--- config.mk ---
export PLATFORM = sky130hd
export DESIGN_NAME = fix2flt_seq
export DESIGN_NICKNAME = d
export VERILOG_FILES = /design/src/rtl/fix2flt_pkg.sv /design/src/rtl/fix2flt_pack.sv /design/src/rtl/fix2flt_seq.sv
export SDC_FILE = /design/constraint.sdc
export NUM_CORES = 1
export LEC_CHECK = 0
export CAP_MARGIN = 15
export CORE_MARGIN = 1
export CORE_UTILIZATION = 34
export CTS_CLUSTER_DIAMETER = 150
export CTS_CLUSTER_SIZE = 40
export DETAILED_ROUTE_END_ITERATION = 16
export DONT_BUFFER_PORTS = 1
export PLACE_DENSITY_LB_ADDON = 0.12
export SKIP_LAST_GASP = 1
export SYNTH_ARGS = -nofsm -noshare
export SYNTH_HDL_FRONTEND = slang
export SYNTH_HIERARCHICAL = 1
export SYNTH_SLANG_ARGS = --single-unit
--- constraint.sdc ---
create_clock -name clk -period 2.38 [get_ports clk]
set_input_delay 0.357 -clock clk [delete_from_list [all_inputs] [get_ports clk]]
set_output_delay 0.357 -clock clk [all_outputs]
set_load 0.03 [all_outputs]
--- src/rtl/fix2flt_pkg.sv ---
// Shared types and constants for the 8.8 fixed-point to IEEE-754 half
// converter.
//   state_t  : sequencer states
//   FIX_W    : fixed-point operand and half-float result width
//   EXP_W    : exponent field width
//   FRAC_W   : fraction field width
//   K_W      : normalisation shift counter width
//   EXP_TOP  : biased exponent when the operand MSB is already at bit 15
package fix2flt_pkg;

  localparam int FIX_W    = 16;
  localparam int EXP_W    = 5;
  localparam int FRAC_W   = 10;
  localparam int K_W      = 4;
  localparam int FLT_BIAS = 15;
  localparam int FIX_FRAC = 8;
  // A 1 at bit 15 of the magnitude is 2^(15-FIX_FRAC); bias it.
  localparam int EXP_TOP  = FLT_BIAS + (FIX_W - 1) - FIX_FRAC;

  typedef enum logic [1:0] {
    IDLE = 2'd0,
    NORM = 2'd1,
    PACK = 2'd2,
    DONE = 2'd3
  } state_t;

endpackage

--- src/rtl/fix2flt_pack.sv ---
// Combinational half-float packer.
//   sign : result sign
//   k    : number of left shifts applied to normalise mag
//   mag  : normalised magnitude (mag[15] is the hidden one)
//   zero : operand was zero; forces +0.0
//   flt  : {sign, exp, frac} half-float pattern
module fix2flt_pack
  import fix2flt_pkg::*;
(
  input  logic             sign,
  input  logic [K_W-1:0]   k,
  input  logic [FIX_W-1:0] mag,
  input  logic             zero,
  output logic [FIX_W-1:0] flt
);

  logic [EXP_W-1:0] exp_f;

  assign exp_f = EXP_W'(EXP_TOP) - {1'b0, k};

  // Hidden one and the bits below the fraction are dropped: truncation,
  // no rounding.
  logic unused_bits;
  assign unused_bits = ^{mag[FIX_W-1], mag[FIX_W-FRAC_W-2:0]};

  always_comb begin
    flt = '0;
    if (!zero)
      flt = {sign, exp_f, mag[FIX_W-2 -: FRAC_W]};
  end

endmodule

--- src/rtl/fix2flt_seq.sv ---
// Sequential 8.8 signed fixed-point to IEEE-754 half converter. Normalises
// one bit per cycle, so latency is k+2 edges (1 edge for a zero operand).
//   clk     : clock, rising edge
//   reset   : asynchronous, active-low
//   start   : request pulse, only looked at in IDLE
//   fix_in  : signed 8.8 operand, captured with start
//   flt_out : half result, held until the next conversion packs
//   busy    : high while not IDLE
//   done    : one-cycle completion pulse, flt_out valid with it
module fix2flt_seq
  import fix2flt_pkg::*;
(
  input  logic             clk,
  input  logic             reset,
  input  logic             start,
  input  logic [FIX_W-1:0] fix_in,
  output logic [FIX_W-1:0] flt_out,
  output logic             busy,
  output logic             done
);

  state_t           state;
  logic             sign_q;
  logic             zero_q;
  logic [FIX_W-1:0] mag_q;
  logic [K_W-1:0]   k_q;
  logic [FIX_W-1:0] abs_in;
  logic [FIX_W-1:0] pack_flt;

  // 0x8000 negates to itself, which is exactly the 16-bit unsigned 128.0.
  assign abs_in = fix_in[FIX_W-1] ? (~fix_in + 1'b1) : fix_in;

  fix2flt_pack u_pack (
    .sign (sign_q),
    .k    (k_q),
    .mag  (mag_q),
    .zero (zero_q),
    .flt  (pack_flt)
  );

  always_ff @(posedge clk or negedge reset) begin
    if (!reset) begin
      state   <= IDLE;
      sign_q  <= 1'b0;
      zero_q  <= 1'b0;
      mag_q   <= '0;
      k_q     <= '0;
      flt_out <= '0;
      busy    <= 1'b0;
      done    <= 1'b0;
    end else begin
      case (state)
        IDLE: begin
          if (start) begin
            sign_q <= fix_in[FIX_W-1];
            mag_q  <= abs_in;
            k_q    <= '0;
            zero_q <= (abs_in == '0);
            state  <= (abs_in == '0) ? PACK : NORM;
            busy   <= 1'b1;
          end
        end
        NORM: begin
          if (mag_q[FIX_W-1]) begin
            state <= PACK;
          end else begin
            mag_q <= mag_q << 1;
            k_q   <= k_q + 1'b1;
          end
        end
        PACK: begin
          flt_out <= pack_flt;
          done    <= 1'b1;
          state   <= DONE;
        end
        DONE: begin
          // start is deliberately not examined here: no back-to-back queueing.
          done  <= 1'b0;
          busy  <= 1'b0;
          state <= IDLE;
        end
        default: begin
          done  <= 1'b0;
          busy  <= 1'b0;
          state <= IDLE;
        end
      endcase
    end
  end

endmodule

==> out/metrics.json <==
{
  "run_status": {"value": "finished, final reports clean"},
  "first_iter_violations": {"value": 66},
  "r2r_end": {"value": "mag_q[7]"},
  "worst-endpoint-required": {"value": 2.57, "unit": "ns"},
  "number_of_search_and_repair_iterations_in_the_first_detailed_routing_pass": {"value": 4},
  "irDropWorstVdd": {"value": 0.352, "unit": "mV"},
  "hold_path_origin": {"value": "fix_in[15]"},
  "finalNetCount": {"value": 288},
  "syn-mean-instance-area": {"value": 9.75, "unit": "um^2"},
  "cts.repair_timing.setup_buffer_count": {"value": 0},
  "timing.final.hold_violations": {"value": 0},
  "clkSinkCount": {"value": 42},
  "routed_wire_per_std_cell": {"value": 14.6, "unit": "um"},
  "grt_setup_unrepaired": {"value": "no"},
  "ant_nets": {"value": 0},
  "worstSetupEndpointType": {"value": "flop"},
  "reg2reg_setup_slack": {"value": 0.34, "unit": "ns"},
  "yosysSeqAreaShare": {"value": 42.3, "unit": "%"},
  "gp_congestion": {"value": 0.755},
  "grt_pass1_wl": {"value": 9040, "unit": "um"},
  "dominantRegCellSynth": {"value": "dfrtp_1"},
  "design.die.area": {"value": 7660, "unit": "um^2"},
  "synth.net_count": {"value": 281},
  "vias_per_cell": {"value": 4.96},
  "critPathLaunchType": {"value": "primary input"},
  "final-setup-viol-count": {"value": 0},
  "design_power_total": {"value": 0.00312, "unit": "W"},
  "clock_power_share": {"value": 18.0, "unit": "%"},
  "ys_warnings": {"value": 6},
  "clkSlewWorstSetupHoldPaths": {"value": 0.09, "unit": "ns"},
  "post_synthesis_instance_total": {"value": 255},
  "ctsResizeCount": {"value": 0},
  "netlist_area": {"value": 2490, "unit": "um^2"},
  "tns": {"value": 0, "unit": "ns"},
  "boundaryPins": {"value": 37},
  "proportion_of_synthesized_flip_flops_having_asynchronous_set_or_reset": {"value": 100, "unit": "%"},
  "post_synth_edffs": {"value": 0},
  "worstSkewPairLatency": {"value": 0.30, "unit": "ns"},
  "clock_tree.htree_level_count": {"value": 2},
  "grt_start_max_net_pins": {"value": 43},
  "grt-ovfl-total": {"value": 0},
  "p_sw_share": {"value": 40.6, "unit": "%"},
  "die_width": {"value": 87.5, "unit": "um"},
  "areaGrowthSynthToFinish": {"value": 11.6, "unit": "%"},
  "clock-skew-final": {"value": 0.00957, "unit": "ns"},
  "wl": {"value": 5230, "unit": "um"},
  "grt_antenna_before_repair": {"value": 0},
  "drc_errors": {"value": 0},
  "num_cts_buffers": {"value": 5},
  "min_delay_path_depth": {"value": 1},
  "synth.ff_latch_count": {"value": 42},
  "power.internal": {"value": 0.00185, "unit": "W"},
  "grt.total_usage": {"value": 15.2, "unit": "%"},
  "timing.critical_path.fanout_max": {"value": 10},
  "detailed_place_hpwl": {"value": 3810, "unit": "um"},
  "ctsLongestPathBuffers": {"value": 2},
  "fin_crit_share": {"value": 87.3, "unit": "%"},
  "regToRegStartpoint": {"value": "state[1]"},
  "timing_worst_setup_path_type": {"value": "primary input to flop"},
  "worstHoldPathType": {"value": "primary input to flop"},
  "grt_pass1_vias": {"value": 1883},
  "yosys_cell_types": {"value": 44},
  "reg2regPathDepth": {"value": 8},
  "min_to": {"value": "sign_q"},
  "fillerInstances": {"value": 690},
  "row_count": {"value": 30},
  "leakage": {"value": 1.21, "unit": "nW"},
  "period_needed": {"value": 2.08, "unit": "ns"},
  "actual_slew_at_the_worst_max_slew_pin": {"value": 0.505, "unit": "ns"},
  "cts-root-buf": {"value": "clkbuf_8"},
  "layout-drive-gt1-share": {"value": 17.1, "unit": "%"},
  "post_dp_cell_area": {"value": 2630, "unit": "um^2"},
  "via_count_of_the_routed_design": {"value": 1782},
  "floorplan.initialDensity": {"value": 35.8, "unit": "%"},
  "cts_tree": {"value": "yes"},
  "timing.final.max_slew_violations": {"value": 0},
  "postLayoutCellArea": {"value": 2780, "unit": "um^2"},
  "combinationalPowerShare": {"value": 36.8, "unit": "%"},
  "pwr_per_cell_area": {"value": 1120, "unit": "nW/um^2"},
  "worstPathArrival": {"value": 2.26, "unit": "ns"},
  "slew_headroom": {"value": 66.3, "unit": "%"},
  "diodes": {"value": 0},
  "total_switching_power": {"value": 0.00126, "unit": "W"},
  "finalHoldWorstSlack": {"value": 0.206, "unit": "ns"},
  "seq_power_share": {"value": 45.2, "unit": "%"},
  "coreArea": {"value": 6940, "unit": "um^2"},
  "maximum_frequency_from_static_timing_analysis": {"value": 0.481, "unit": "GHz"},
  "portBuffers": {"value": 0},
  "fp.dieH": {"value": 87.5, "unit": "um"},
  "max_cap_viols": {"value": 0}
}
## synthesized netlist by cell type (5+ instances only)
cell type,count,area (um^2)
and2b_1,5,37.5
a21oi_1,15,75.1
nand2b_1,6,37.5
ha_1,7,87.6
dfrtp_1,42,1050
nor2b_1,11,68.8
nor2_1,26,97.6
inv_1,6,22.5
clkbuf_1,7,26.3
nand2_1,19,71.3
xor2_1,15,131
mux2_2,18,203
o21ai_0,18,90.1
## cell families after synthesis
group                    Yosys count  share of synthesized area, %
AND/OR/NAND/NOR                   92                          20.0
AO/OA/AOI/OAI                     55                          14.2
flip-flops                        42                          42.3
multiplexers                      22                          9.96
buffers and inverters             21                          4.43
XOR/XNOR                          16                          5.63
adder cells (fa/ha/maj)            7                          3.52
## routing by layer
| layer | global-route usage, % | part of all wire, % | vias up |
|---|---|---|---|
| met2 | 23.5 | 42 | 46 |
| met3 | 4.52 | 5.1 | 6 |
| met5 | 0 | 0 | - |
| met1 | 20.3 | 51 | 810 |
| li1 | - | - | 920 |
| met4 | 4.92 | 1.4 | 0 |
## cell usage in the layout, fill, tap and decap left out, types with 3 or more instances in the layout
master,instances
nand2_1,19
nand3_1,3
mux2_2,18
clkbuf_8,5
and2b_1,5
inv_1,6
nor3_1,4
o31ai_1,3
xor2_1,15
mux2i_1,3
ha_1,7
o41ai_1,4
o21ai_0,18
a21oi_1,15
nor2_1,26
dfrtp_1,42
nor2b_1,11
nand2b_1,6
buf_4,13
nand4_1,3
## worst max-delay path by stage
stage / startpoint / end / slack [ns]
finish: fix_in[3] / zero_q / 0.30
global route: state[1] / mag_q[9] / 0.06
CTS: fix_in[3] / zero_q / 0.31
detailed placement: fix_in[3] / zero_q / -0.02
global placement: fix_in[3] / state[1] / 0.02
floorplan: fix_in[3] / state[1] / -0.15
## flip-flops by register name, summed over array words and instances (netlist names)
name,cells
busy,1
flt_out,16
k_q,4
state,2
zero_q,1
mag_q,16
sign_q,1
done,1
## through the flow
stage	utilization (%)	instances	setup WS [ns]
after floorplan	-	255	-0.148
after global placement	37.9	349	0.0157
after detailed placement	37.9	349	-0.0178
after CTS	40.0	359	0.310
after global routing	40.0	359	0.0613
final	40.0	359	0.302
## power groups by stage
| stage | registers (W) | clock network, W | logic, W |
|---|---|---|---|
| after CTS | 0.00141 | 0.000584 | 0.00117 |
| after global routing | 0.00146 | 0.000614 | 0.00133 |
| after floorplan | 0.00137 | 0 | 0.000935 |
| final | 0.00141 | 0.000561 | 0.00115 |
| after detailed placement | 0.00143 | 0 | 0.00114 |
| after global placement | 0.00142 | 0 | 0.00113 |
## layout make-up
cell class | instances | area [um^2] | share of cell area [%]
Tap cell | 96 | 120 | 4.33
Inverter | 6 | 22.5 | 0.812
Multi-Input combinational cell | 192 | 1340 | 48.3
Clock inverter | 1 | 30.0 | 1.08
Timing Repair Buffer | 15 | 135 | 4.87
Sequential cell | 42 | 1050 | 37.9
Clock buffer | 7 | 76.3 | 2.75
## repair_timing
item | 4_1_cts | 5_1_grt
setup endpoints to repair | 0 | 0
endpoints found under the hold margin | 42 | 0
hold buffers | 2 | 0
## worst max-delay path, stage by stage
cell and delay [ns]:
or4_4 0.54, or4_4 0.50, or4b_1 0.51, and3_1 0.18, nand4_2 0.10, o21ai_0 0.09
Note: power is estimated with default switching activity, not from simulation.
